--- src/rtl/seg_pkg.sv ---
// Shared types and helpers for the 7-segment display scheduler.
package seg_pkg;

    localparam int SEG_BITS    = 64;
    localparam int FRAME_FIXED = 2;

    typedef enum logic [2:0] {
        ST_IDLE,
        ST_LOAD,
        ST_SHIFT_LO,
        ST_SHIFT_HI,
        ST_DONE,
        ST_WAIT
    } seg_state_t;

    // LOAD + DONE plus two half-periods per shifted bit.
    function automatic int frame_len_f(input int clk_div);
        return FRAME_FIXED + 2 * SEG_BITS * clk_div;
    endfunction

    // Active-low segment byte {dp,g,f,e,d,c,b,a}; dot is active-high.
    function automatic logic [7:0] hex2seg_f(input logic [3:0] nibble, input logic dot);
        logic [6:0] w_seg;
        case (nibble)
            4'h0:    w_seg = 7'h40;
            4'h1:    w_seg = 7'h79;
            4'h2:    w_seg = 7'h24;
            4'h3:    w_seg = 7'h30;
            4'h4:    w_seg = 7'h19;
            4'h5:    w_seg = 7'h12;
            4'h6:    w_seg = 7'h02;
            4'h7:    w_seg = 7'h78;
            4'h8:    w_seg = 7'h00;
            4'h9:    w_seg = 7'h10;
            4'hA:    w_seg = 7'h08;
            4'hB:    w_seg = 7'h03;
            4'hC:    w_seg = 7'h46;
            4'hD:    w_seg = 7'h21;
            4'hE:    w_seg = 7'h06;
            default: w_seg = 7'h0E;
        endcase
        return {~dot, w_seg};
    endfunction

endpackage

--- src/rtl/rr_arbiter.sv ---
// Round-robin arbiter: the requester just after the last grant has top priority.
module rr_arbiter #(
    parameter int N = 4
) (
    input  logic                 clk,
    input  logic                 rst,
    input  logic [N-1:0]         req,
    input  logic                 advance,
    output logic [$clog2(N)-1:0] grant_idx,
    output logic                 grant_vld
);

    localparam int IW = $clog2(N);

    logic [IW-1:0] r_ptr;
    logic [IW:0]   w_k;

    // Scan from lowest priority to highest so the last hit wins.
    always_comb begin
        grant_idx = '0;
        grant_vld = 1'b0;
        w_k       = '0;
        for (int i = N - 1; i >= 0; i--) begin
            w_k = {1'b0, r_ptr} + (IW + 1)'(i);
            if (w_k >= (IW + 1)'(N)) begin
                w_k = w_k - (IW + 1)'(N);
            end
            if (req[w_k[IW-1:0]]) begin
                grant_idx = w_k[IW-1:0];
                grant_vld = 1'b1;
            end
        end
    end

    always_ff @(posedge clk) begin
        if (rst) begin
            r_ptr <= '0;
        end else if (advance && grant_vld) begin
            r_ptr <= (grant_idx == IW'(N - 1)) ? '0 : grant_idx + IW'(1);
        end
    end

endmodule

--- src/rtl/seg_disp_sched.sv ---
// Round-robins debug words onto the 8-digit display and serialises 64 segment bits.
//   state    | meaning
//   IDLE     | just out of reset, goes straight to LOAD
//   LOAD     | grant captured this cycle, encode and start shifting
//   SHIFT_LO | seg_clk low, current bit on seg_dout for CLK_DIV cycles
//   SHIFT_HI | seg_clk high for CLK_DIV cycles, then next bit or DONE
//   DONE     | frame latched (seg_en high), one cycle
//   WAIT     | idle until the refresh period expires
module seg_disp_sched
    import seg_pkg::*;
#(
    parameter int NUM_REQ        = 4,
    parameter int DATA_W         = 32,
    parameter int CLK_DIV        = 2,
    parameter int REFRESH_CYCLES = 65536
) (
    input  logic                       clk,
    input  logic                       rst,
    input  logic [NUM_REQ-1:0]         req_valid,
    input  logic [NUM_REQ*DATA_W-1:0]  req_data,
    input  logic [NUM_REQ*8-1:0]       req_dot,
    output logic [NUM_REQ-1:0]         req_ready,
    output logic [$clog2(NUM_REQ)-1:0] cur_src,
    output logic                       busy,
    output logic                       seg_clk,
    output logic                       seg_clrn,
    output logic                       seg_dout,
    output logic                       seg_en
);

    localparam int FRAME_LEN = frame_len_f(CLK_DIV);
    localparam int SRC_W     = $clog2(NUM_REQ);
    localparam int RW        = $clog2(REFRESH_CYCLES);
    localparam int DW        = $clog2(CLK_DIV) + 1;
    localparam logic [RW-1:0] REFRESH_LAST = RW'(REFRESH_CYCLES - 1);
    localparam logic [DW-1:0] DIV_LAST     = DW'(CLK_DIV - 1);
    localparam logic [5:0]    BIT_LAST     = 6'(SEG_BITS - 1);

    if (REFRESH_CYCLES < FRAME_LEN) begin : g_bad_refresh
        $error("REFRESH_CYCLES is shorter than one frame");
    end
    if (DATA_W != 32) begin : g_bad_width
        $error("DATA_W must be 32 (8 hex digits)");
    end
    if (NUM_REQ < 2 || CLK_DIV < 1) begin : g_bad_params
        $error("NUM_REQ must be >= 2 and CLK_DIV >= 1");
    end

    seg_state_t          r_state;
    logic [DATA_W-1:0]   r_word;
    logic [7:0]          r_dot;
    logic [RW-1:0]       r_refresh;
    logic [SEG_BITS-1:0] r_shift;
    logic [5:0]          r_bit;
    logic [DW-1:0]       r_div;
    logic [NUM_REQ-1:0]  r_ready;
    logic [SRC_W-1:0]    r_cur;
    logic                r_busy;
    logic                r_seg_clk;
    logic                r_clrn;
    logic                r_dout;
    logic                r_en;

    logic                w_goto_load;
    logic [SRC_W-1:0]    w_grant_idx;
    logic                w_grant_vld;
    logic [SEG_BITS-1:0] w_seg;
    logic [DATA_W-1:0]   w_sel_data;
    logic [7:0]          w_sel_dot;

    assign w_goto_load = (r_state == ST_IDLE) ||
                         (((r_state == ST_WAIT) || (r_state == ST_DONE)) && (r_refresh == REFRESH_LAST));

    rr_arbiter #(.N(NUM_REQ)) u_arb (
        .clk       (clk),
        .rst       (rst),
        .req       (req_valid),
        .advance   (w_goto_load),
        .grant_idx (w_grant_idx),
        .grant_vld (w_grant_vld)
    );

    assign w_sel_data = req_data[int'(w_grant_idx) * DATA_W +: DATA_W];
    assign w_sel_dot  = req_dot[int'(w_grant_idx) * 8 +: 8];

    always_comb begin
        w_seg = '0;
        for (int k = 0; k < 8; k++) begin
            w_seg[8*k +: 8] = hex2seg_f(r_word[4*k +: 4], r_dot[k]);
        end
    end

    always_ff @(posedge clk) begin
        if (rst) begin
            r_state   <= ST_IDLE;
            r_word    <= '0;
            r_dot     <= '0;
            r_refresh <= '0;
            r_shift   <= '0;
            r_bit     <= '0;
            r_div     <= '0;
            r_ready   <= '0;
            r_cur     <= '0;
            r_busy    <= 1'b0;
            r_seg_clk <= 1'b0;
            r_clrn    <= 1'b0;
            r_dout    <= 1'b0;
            r_en      <= 1'b1;
        end else begin
            r_clrn    <= 1'b1;
            r_ready   <= '0;
            r_refresh <= w_goto_load ? '0 : r_refresh + RW'(1);
            case (r_state)
                ST_IDLE, ST_DONE, ST_WAIT: begin
                    // Grant is decided on the edge into LOAD so ready is a clean registered pulse.
                    if (w_goto_load) begin
                        r_state <= ST_LOAD;
                        if (w_grant_vld) begin
                            r_ready <= {{(NUM_REQ-1){1'b0}}, 1'b1} << w_grant_idx;
                            r_word  <= w_sel_data;
                            r_dot   <= w_sel_dot;
                            r_cur   <= w_grant_idx;
                        end
                    end else if (r_state == ST_DONE) begin
                        r_state <= ST_WAIT;
                    end
                end
                ST_LOAD: begin
                    r_state   <= ST_SHIFT_LO;
                    r_shift   <= w_seg;
                    r_dout    <= w_seg[SEG_BITS-1];
                    r_bit     <= '0;
                    r_div     <= '0;
                    r_busy    <= 1'b1;
                    r_en      <= 1'b0;
                    r_seg_clk <= 1'b0;
                end
                ST_SHIFT_LO: begin
                    if (r_div == DIV_LAST) begin
                        r_div     <= '0;
                        r_seg_clk <= 1'b1;
                        r_state   <= ST_SHIFT_HI;
                    end else begin
                        r_div <= r_div + DW'(1);
                    end
                end
                ST_SHIFT_HI: begin
                    if (r_div == DIV_LAST) begin
                        r_div     <= '0;
                        r_seg_clk <= 1'b0;
                        if (r_bit == BIT_LAST) begin
                            r_state <= ST_DONE;
                            r_busy  <= 1'b0;
                            r_en    <= 1'b1;
                        end else begin
                            r_state <= ST_SHIFT_LO;
                            r_bit   <= r_bit + 6'd1;
                            r_shift <= r_shift << 1;
                            r_dout  <= r_shift[SEG_BITS-2];
                        end
                    end else begin
                        r_div <= r_div + DW'(1);
                    end
                end
                default: r_state <= ST_IDLE;
            endcase
        end
    end

    assign req_ready = r_ready;
    assign cur_src   = r_cur;
    assign busy      = r_busy;
    assign seg_clk   = r_seg_clk;
    assign seg_clrn  = r_clrn;
    assign seg_dout  = r_dout;
    assign seg_en    = r_en;

endmodule

--- config.mk ---
export PLATFORM = sky130hd
export DESIGN_NAME = seg_disp_sched
export DESIGN_NICKNAME = d
export VERILOG_FILES = /design/src/rtl/seg_pkg.sv /design/src/rtl/rr_arbiter.sv /design/src/rtl/seg_disp_sched.sv
export SDC_FILE = /design/constraint.sdc
export NUM_CORES = 1
export LEC_CHECK = 0
export BUFFER_PORTS_ARGS = -buffer_cell sky130_fd_sc_hd__buf_2
export CAP_MARGIN = 40
export CORE_ASPECT_RATIO = 1.25
export CORE_UTILIZATION = 45
export DETAILED_ROUTE_END_ITERATION = 12
export PLACE_DENSITY = 0.63
export SLEW_MARGIN = 20
export SYNTH_ARGS = -nofsm -noshare
export SYNTH_HDL_FRONTEND = slang
export SYNTH_SLANG_ARGS = --single-unit
--- constraint.sdc ---
create_clock -name clk -period 4.35 [get_ports clk]
set_clock_uncertainty 0.2 [all_clocks]
set_input_delay 0.6525 -clock clk [delete_from_list [all_inputs] [get_ports clk]]
set_output_delay 0.6525 -clock clk [all_outputs]
set_load 0.005 [all_outputs]
# Word level (Yosys, flattened, before mapping)
# Memories as Yosys holds them, arrays and structs flattened. A register that Yosys moved wholly into a read port is not among the register bits.
# Index checks and enable logic that the tools add are counted.
# Widths: inputs -> output; s select.
op_classes:
  n_eq_ne: 14
  reduce_logical: 17
  add_sub_neg: 11
  n_mux: 64
  magnitude_cmp: 8
  mul: 0
  bitwise: 11
  n_div: 0
  shift: 3
op_table:
  columns: ["operator", "count"]
  rows:
  - ["$shiftx 128x8->32", 1]
  - ["$mux 63", 2]
  - ["$pmux 63 s2", 1]
  - ["$mux 4", 16]
  - ["$shiftx 32x6->8", 1]
  - ["$mux 2", 10]
  - ["$mux 1", 17]
  - ["$add 16x1->16 const B", 1]
  - ["$eq 16x16->1 const B", 1]
  - ["$mux 3", 5]
  - ["$reduce_and 3->1", 5]
  - ["$lt 2x3->1 const B", 4]
  - ["$mux 6", 2]
  - ["$pmux 3 s4", 1]
  - ["$pmux 6 s2", 1]
  - ["$not 1->1", 11]
  - ["$ge 3x3->1 const B", 3]
  - ["$bmux 1 s2", 4]
  - ["$ne 2x2->1 const B", 4]
  - ["$sub 2x1->2 const B", 4]
  - ["$add 2x2->3 const B", 2]
  - ["$add 6x1->6 const B", 1]
  - ["$eq 3x2->1 const B", 2]
  - ["$eq 3x3->1 const B", 2]
  - ["other kinds (20)", 27]
word_totals:
  n_memories: 8
  rom_bits: 896
  ff_bits: 143
  output_inout_bits: 11
  ram_bits: 0
  inputBits: 166
  elab_cells: 151
  latch_bits: 0
mem_list:
  columns: ["memory", "depth", "width", "rd", "rd_ports_with_merged_regs", "wr", "line", "text"]
  rows:
  - ["(name not given)", 16, 7, 1, 1, 0, "seg_pkg.sv:24", "case (nibble)"]
  - ["(name not given)", 16, 7, 1, 1, 0, "seg_pkg.sv:24", null]
  - ["(name not given)", 16, 7, 1, 1, 0, "seg_pkg.sv:24", null]
  - ["(name not given)", 16, 7, 1, 1, 0, "seg_pkg.sv:24", null]
  - ["(name not given)", 16, 7, 1, 1, 0, "seg_pkg.sv:24", null]
  - ["(name not given)", 16, 7, 1, 1, 0, "seg_pkg.sv:24", null]
  - ["2 more memories", null, null, null, null, null, null, null]

# Depth between registers and ports, before layout
# Gate-level depths: netlist (run 1).
depth:
  word_depth: 12
  mapped_depth: 16
  mapped_depth_nobuf: 12

# By module
# A second synthesis (run 1) with hierarchy kept.
unflattened:
  cells_unflattened: 1160
  area_unflattened_um2: 11199.5
by_module_without_submodules:
  columns: ["module", "cells_each", "area_per_inst_um2", "seq_area_each_um2", "instances"]
  rows:
  - ["seg_disp_sched", 1137, 11028.1, 3943.8, 1]
  - ["rr_arbiter", 23, 171.4, 40.0, 1]

# Worst setup path after synthesis (run 1)
# Ideal clock, no wire load.
synth_path:
  kind: "input to register"
  startpoint: "input req_valid[0]"
  endpoint: "register w_seg[40] (netlist name)"
  setup_slack_ps: 967
  path_buffers: 4
  arrival_time_ps: 3061
  cell_stages: 16
  required_time_ps: 4028
  setup_ps: 122
  cell_sequence: "nor2b_1 o21ba_2 buf_4 nor2_8 buf_6 buf_6 buf_4 nand2_1 nand3_1 nand3_1 a21oi_1 inv_1 ha_1 o31ai_1 a21oi_1 a311o_1"
synth_via:
  elab_chain_cells: 9
  elab_cells_between_ends: 20
  cone_classes: "shift: 1; mux: 18; reduce/logical: 1"
synth_lines:
  columns: ["item", "line", "text"]
  rows:
  - ["start: declaration", "seg_disp_sched.sv:19", "input logic [NUM_REQ-1:0] req_valid,"]
  - ["$bmux 1 s2", "rr_arbiter.sv:28", "if (req[w_k[IW-1:0]]) begin"]
  - ["$mux 1 (implied by the code)", "rr_arbiter.sv:28", null]
  - ["$mux 2 or $mux 1 (tied branches) (4 in a row)", "rr_arbiter.sv:28", null]
  - ["$shiftx 128x8->32 or $reduce_and 3->1 (tied branches)", null, null]
  - ["$mux 4 (no source line) * (2 in a row)", null, null]
# Every way passes the cells marked *; elsewhere a longest branch is shown, timed or not. The select of a mux whose other input is x is not followed.
# A chain may end at the register's enable or synchronous reset.

# Worst setup path after layout (run 1)
layout_path:
  startpoint: "register r_state[2]"
  endpoint: "register w_seg[8] (netlist name)"
layout_via:
  elab_chain_cells: 7
  elab_cells_between_ends: 10
  cone_classes: "eq/ne: 2; mux: 2; reduce/logical: 6"
layout_lines:
  columns: ["item", "line", "text"]
  rows:
  - ["start: declaration", "seg_disp_sched.sv:49", "seg_state_t r_state;"]
  - ["start signal: assignment", "seg_disp_sched.sv:95", "r_state <= ST_IDLE;"]
  - ["start signal: assignment", "seg_disp_sched.sv:117", "r_state <= ST_LOAD;"]
  - ["start signal: assignment", "seg_disp_sched.sv:125", "r_state <= ST_WAIT;"]
  - ["$eq 3x3->1", "seg_disp_sched.sv:72, seg_disp_sched.sv:113", null]
  - ["$logic_or 1x1->1", "seg_disp_sched.sv:72", "(((r_state == ST_WAIT) || (r_state == ST_DONE)) && (r_refresh == REFRESH_LAST));"]
  - ["$logic_and 1x1->1", "seg_disp_sched.sv:72", null]
  - ["$logic_or 1x1->1", "seg_disp_sched.sv:71", "assign w_goto_load = (r_state == ST_IDLE) ||"]
  - ["$reduce_and 3->1 (no source line) *", null, null]
  - ["$mux 4 (no source line) * (2 in a row)", null, null]
# Every way passes the cells marked *; elsewhere a longest branch is shown, timed or not.

==> impl_results.md, run 1 <==
* Outcome: complete, no violations
* Post-CTS Resized at 0
* Post-synth EDFFs at 0
* Comb power frac at 33.5%
* DR iter-0 viols at 663
* H-tree levels at 4
* Endpoints failing setup at 0
* Residual DRC at 0
* Average cell area after synthesis at 8.201 µm²
* Final period util at 85.46%
* Crit Path Category: reg -> reg
* CP max-delay cell: dfxtp_1
* TritonRoute pass-1 iters at 4
* Syn Nets at 1,561
* GRT overflow at 0
* CTS Hold Buffers Added at 0
* WHS Endpoint: seg_dout
* Total of warnings raised by yosys at 0
* Largest net degree at the start of global routing at 80
* Sw Ratio at 36.91%
* Post-synth top cells: nand2_1 (203), dfxtp_1 (199), nand3_1 (143), nor2_1 (120), mux2i_1 (76)
* Horiz. Die Dim at 142.0 µm
* Reg power frac at 39.5%
* Total power at 5.871 mW
* GRT busiest layer: met2
* Total GRT Usage at 24.23%
* Post-CTS setup buffers at 0
* Hold Path Origin: seg_dout
* RR Endpoint: w_seg[8]
* Crit path time final at 3.718 ns
* Die H at 177.0 µm
* Starting Density at 46.18%
* Gp weighted congestion at 0.8989
* Yosys top cell by area: dfxtp_1
* Worst-Skew Late Latency at 0.44 ns
* Core area at 0.02388 mm²
* Area growth, synth to finish at 15.82%
* Vias/cell at 5.512
* Slew Limit Fails at 0
* Predominant post-synthesis flop cell: dfxtp_1
* Number of global-route vias before repair at 9,503
* Final std cells w/o fill at 1,815
* Routed Antenna Nets at 0
* CTS Sinks at 199
* Setup ws final at 0.6325 ns
* Hold violation count in the final report at 0
* Async SR Flop Fraction at 0%
* Ranking of synthesized cells by area: dfxtp_1 (36%), nand2_1 (6.9%), mux2i_1 (6.9%)
* Port-buffer cells at 176
* Worst hold path depth at 2
* Root buffer cell: clkbuf_16
* Max incr delay on CP at 0.64 ns
* Setup slack, reg-to-reg at 0.63 ns
* PD cells at 459.5 mW/mm²
* Post-synth design cell area at 0.01103 mm²
* I/O Pins at 177
* Final HPWL DP at 22.00 mm
* Psw at 2.167 mW
* Critical path, cell by cell: nand3b_1 > nor4_2 > a21o_2 > buf_4 > mux2i_1 > nor2_1 > ha_1 > and4_1 > a311o_1
* CP Launch Type: register
* Maximum clock frequency at 269.0 MHz
* Reg2Reg Depth at 9
* Layout cell share with drive strength beyond 1 at 19.80%
* Final Util at 53.49%
* Nets at 1,693
* Final Routed Wirelength at 29.51 mm
* Worst r2r src: r_state[2]
* Met1 usage at 32.19%
* Setup tns final at 0 ns
* FF+latch count, synth at 199
* Grt met3 use at 3.463%
* Vias at 10.01k
* Num CTS Buffers at 17
* RSZ-0062 raised after global routing: false
* CP top delay family: simple AND/OR/NAND/NOR gates
* Post-synth cell types at 81
* Endpoint type of the worst setup path: register
* WP data required at 4.48 ns
* First-pass GRT wire length at 48.24 mm
* Die area at 0.02515 mm²
* Cell row count at 63
* Relative slew slack at 50.03%
* Placed insts at 1,783
* Post-synthesis sequential area ratio at 36.12%
* ANT cells at 0
* Synth Instances at 1,345
* Least-Margin Pin Slew at 0.7496 ns
* Avg WL per Cell at 16.26 µm
* Worst VDD drop at 0.2656 mV
* Clock power share at 27.1%
* Pre-CTS WS at 0.4444 ns
* Worst Hold Class: reg -> reg
* CP max FO at 19
* Max Cap Viol at 0
* Top-count cell post-synth: nand2_1
* Synth top area share at 36.12%
* Fill cells at 2,261
* Clock slew at reported path FFs at 0.08 ns
* CTS tree: built
* Initial antenna violation count at 0
* Max clock buf depth at 2
* Internal Power at 3.704 mW
* Met2 GRT Util at 39.42%
* Buffers and inverters on the worst path at 1
* Lkg Pwr at 5.295 nW
* Critical Path AT at 3.84 ns
## how the worst max path moves through the flow
stage | start | to | slack [ns] | cells after the start
finish | r_state[2] | w_seg[8] | 0.63 | 9
global route | r_refresh[0] | w_seg[28] | 0.41 | 10
CTS | r_refresh[0] | w_seg[8] | 0.62 | 10
detailed placement | req_valid[1] | w_seg[8] | 0.44 | 10
global placement | req_valid[1] | w_seg[8] | 0.60 | 10
floorplan | req_valid[0] | w_seg[40] | 0.97 | 16
## through the flow
| step | instance area [µm²] | hold slack (ns) |
|---|---|---|
| after floorplan | 11030 | 0.2295 |
| after global placement | 12180 | 0.2381 |
| after detailed placement | 12180 | 0.2480 |
| after CTS | 12780 | 0.2580 |
| after global routing | 12780 | 0.2815 |
| final | 12780 | 0.2543 |
## worst register-to-register path, cell delays in order, from the launching register on
cell	delay (ns)
dfxtp_1	0.64
nand3b_1	0.25
nor4_2	0.36
a21o_2	0.49
buf_4	0.35
mux2i_1	0.40
nor2_1	0.13
ha_1	0.27
and4_1	0.18
a311o_1	0.32
## registers in the layout, indices dropped and copies added (netlist names), 2 cells and up
register	flops
r_shift	63
w_seg	56
r_word	32
r_refresh	16
r_dot	8
r_bit	6
req_ready	4
r_state	3
cur_src	2
r_div	2
u_arb.r_ptr	2
## cell usage in the layout, fill, tap and decap left out, types with 9 or more instances in the layout
| master | Yosys | final |
|---|---|---|
| a21oi_1 | 59 | 59 |
| a311oi_1 | 58 | 58 |
| and2_1 | 13 | 12 |
| and3_1 | 9 | 9 |
| buf_2 | 19 | 175 |
| buf_4 | 3 | 32 |
| clkbuf_16 | 0 | 17 |
| dfxtp_1 | 199 | 198 |
| ha_1 | 50 | 50 |
| inv_1 | 45 | 45 |
| mux2i_1 | 76 | 76 |
| nand2_1 | 203 | 202 |
| nand2b_1 | 9 | 9 |
| nand3_1 | 143 | 143 |
| nand4_1 | 9 | 9 |
| nor2_1 | 120 | 120 |
| nor3_1 | 9 | 9 |
| o211ai_1 | 18 | 18 |
| o21ai_0 | 27 | 27 |
| o22ai_1 | 16 | 16 |
| xnor2_1 | 21 | 21 |
| xor2_1 | 13 | 13 |
## cell families after synthesis
logic type,count (synthesis),share of synthesized area (%)
muxes,83,7.679
xor gates and xnor gates,34,2.700
adders and majority gates,50,5.672
DFF,199,36.12
and+or+nand+nor,559,23.28
AOI/OAI and AO/OA,273,18.69
buffers and inverters,147,5.864
## power by group through the flow
stage | combinational [mW] | sequential, mW | clock [mW]
6_report | 1.96 | 2.32 | 1.59
5_1_grt | 2.19 | 2.35 | 1.70
4_1_cts | 1.96 | 2.31 | 1.62
3_5_place_dp | 1.96 | 2.35 | 0
3_3_place_gp | 1.94 | 2.35 | 0
2_1_floorplan | 1.49 | 2.27 | 0
## routing by layer
metal	routed length, µm	vias up
met1	13730	4641
met4	828	0
met2	13740	284
met5	0	-
li1	-	5035
met3	1210	45
## area by class of cell
| type | count | area (µm²) | share of cell area (%) |
|---|---|---|---|
| multi-input combinational | 999 | 6421 | 50.26 |
| sequential | 199 | 3985 | 31.19 |
| timing repair buffer | 210 | 1176 | 9.206 |
| clock buffer | 17 | 425.4 | 3.330 |
| tap | 325 | 406.6 | 3.183 |
| inverter | 50 | 187.7 | 1.469 |
| clock inverter | 15 | 173.9 | 1.361 |
Note: power is estimated with default switching activity, not from simulation.
==> run 2, diff against run 1 <==
MAX_ROUTING_LAYER = met4   (was unset)
==> run 2 against run 1 <==
  * Register-to-register slack lost 0.11 ns
  * Hold slack lost 0.0062 ns
  * Critical path depth is the same
  * Wire length shrank 0.56%
  * Largest cell class unchanged
  * Highest routed layer unchanged
  * Global-route usage grew 0.24 points
  * Die area is the same
  * Sequential share of layout area shrank 0.14 points
  * Clock-buffer cell count is the same
  * Worst setup slack lost 0.11 ns
  * Non-clock buffer count grew 2
==> impl_results.md, run 2 (synthesis gave the netlist of run 1 again) <==
* Number of global-route vias before repair at 9,320 (was 9,503)
* Nets at 1,695 (was 1,693)
* Crit Path Category: reg -> reg (unchanged)
* Layout cell share with drive strength beyond 1 at 19.91% (was 19.80%)
* Residual DRC at 0 (unchanged)
* Most frequent cells in the layout: nand2_1 (202), dfxtp_1 (198), buf_2 (175), nand3_1 (143), nor2_1 (120) (unchanged)
* Least-Margin Pin Slew at 0.7280 ns (was 0.7496 ns)
* CP max FO at 20 (was 19)
* Initial antenna violation count at 0 (unchanged)
* Worst hold margin at 0.2481 ns (was 0.2543 ns)
* CTS Sinks at 199 (unchanged)
* First-pass GRT wire length at 47.11 mm (was 48.24 mm)
* Post-CTS setup buffers at 0 (unchanged)
* Avg WL per Cell at 16.15 µm (was 16.26 µm)
* Hold violation count in the final report at 0 (unchanged)
* Gp weighted congestion at 0.9205 (was 0.8989)
* Most common cell after layout, fill and taps aside: nand2_1 (unchanged)
* Number of flip-flops in the largest register at 63 (unchanged)
* TritonRoute pass-1 iters at 5 (was 4)
* ANT cells at 0 (unchanged)
* Num CTS Buffers at 17 (unchanged)
* Max incr delay on CP at 0.64 ns (about the same)
* Final Routed Wirelength at 29.34 mm (was 29.51 mm)
* Post-CTS Resized at 0 (unchanged)
* WP data required at 4.46 ns (was 4.48 ns)
* DR iter-0 viols at 654 (was 663)
* Biggest register: r_shift (unchanged)
* Maximum clock frequency at 261.3 MHz (was 269.0 MHz)
* Worst VDD drop at 0.1795 mV (was 0.2656 mV)
* PD cells at 460.3 mW/mm² (was 459.5 mW/mm²)
* Max clock buf depth at 2 (unchanged)
* Fill cells at 2,239 (was 2,261)
* Final period util at 87.98% (was 85.46%)
* Port-buffer cells at 176 (unchanged)
* Crit path time final at 3.827 ns (was 3.718 ns)
* RSZ-0062 raised after global routing: false (unchanged)
* Outcome: complete, no violations (unchanged)
* Die H at 177.0 µm (unchanged)
* Slew Limit Fails at 0 (unchanged)
* CP Launch Type: register (unchanged)
* CP max-delay cell: dfxtp_1 (unchanged)
* Setup tns final at 0 ns (unchanged)
* I/O Pins at 177 (unchanged)
* Clock slew at reported path FFs at 0.09 ns (was 0.08 ns)
* Endpoints failing setup at 0 (unchanged)
* Lkg Pwr at 5.327 nW (was 5.295 nW)
* Worst-Skew Late Latency at 0.45 ns (was 0.44 ns)
* Cell row count at 63 (unchanged)
* Buffers and inverters on the worst path at 1 (unchanged)
* H-tree levels at 4 (unchanged)
* Largest net degree at the start of global routing at 99 (was 80)
* Worst Hold Class: reg -> reg (unchanged)
* GRT overflow at 0 (unchanged)
* Root buffer cell: clkbuf_16 (unchanged)
* Max Cap Viol at 0 (unchanged)
* Multi-input gate area at 0.006421 mm² (unchanged)
* Core area at 0.02388 mm² (unchanged)
* Horiz. Die Dim at 142.0 µm (unchanged)
* Critical Path AT at 3.94 ns (was 3.84 ns)
* Starting Density at 46.18% (unchanged)
* Routed Antenna Nets at 0 (unchanged)
* Area growth, synth to finish at 16.35% (was 15.82%)
* Die area at 0.02515 mm² (unchanged)
* CTS tree: built (unchanged)
* CP top delay family: compound AO/OA/AOI/OAI gates (was simple AND/OR/NAND/NOR gates)
* Relative slew slack at 51.46% (was 50.03%)
* Total GRT Usage at 24.47% (was 24.23%)
* Endpoint type of the worst setup path: register (unchanged)
* Critical path, cell by cell: nand3b_1 > nor4_2 > a21o_2 > nand3_1 > a21oi_1 > inv_1 > ha_1 > o221ai_1 > o311ai_1 (was nand3b_1 > nor4_2 > a21o_2 > buf_4 > mux2i_1 > nor2_1 > ha_1 > and4_1 > a311o_1)
* CTS Hold Buffers Added at 0 (unchanged)
* Vias/cell at 5.494 (was 5.512)
* Final HPWL DP at 21.62 mm (was 22.00 mm)
* Vias at 9,983 (was 10.01k)
* Flip-flop and latch area at 0.003985 mm² (unchanged)
[run 2: cell count changes in the layout (fill, tap and decap cells not counted), sizes merged]
cell	previous run	this run
clkinv	5	8
inv	58	57
clkinvlp	2	0
buf	210	212
[run 2: power by group]
group,internal [mW],switching (mW)
combinational,0.789,1.18
clock,0.791,0.830
sequential,2.14,0.176
[run 2: cell type report]
class / count / share of cell area [%]
clock buffer: 17 / 3.315
sequential: 199 / 31.05
timing repair buffer: 212 / 9.437
inverter: 50 / 1.462
clock inverter: 15 / 1.531
tap: 325 / 3.169
multi-input combinational: 999 / 50.03
[run 2: routing by layer]
metal  share of wire (%)  track usage [%]  vias up
li1                    -                -     5048
met1                  48            32.15     4587
met2                  46            38.89      311
met3                 3.9            2.895       37
met4                 1.8            8.154        0
met5                   0                -        -
[run 2: worst min-delay path: cells and delay by family, from the launching register on]
family | cells | cell delay [ns]
DFF | 1 | 0.31
and+or+nand+nor | 1 | 0.05
AOI/OAI and AO/OA | 1 | 0.05
[run 2: worst paths after layout]
path	startpoint	end	slack [ns]	depth (start not counted)
min reg2reg	seg_dout	seg_dout	0.25	2
min	seg_dout	seg_dout	0.25	2
max	r_state[2]	w_seg[24]	0.52	9
max reg2reg	r_state[2]	w_seg[24]	0.52	9
[run 2: stage by stage]
step                std cells  area [µm²]  power, mW  worst slack, ns  utilization [%]
floorplan                1345       11030      3.759           0.9668                -
global placement         1784       12180      4.291           0.5103            51.01
detailed placement       1784       12180      4.302           0.4375            51.01
CTS                      1816       12810      5.926           0.5268            53.62
global route             1817       12830      6.250           0.3054            53.73
finish                   1817       12830      5.907           0.5227            53.73
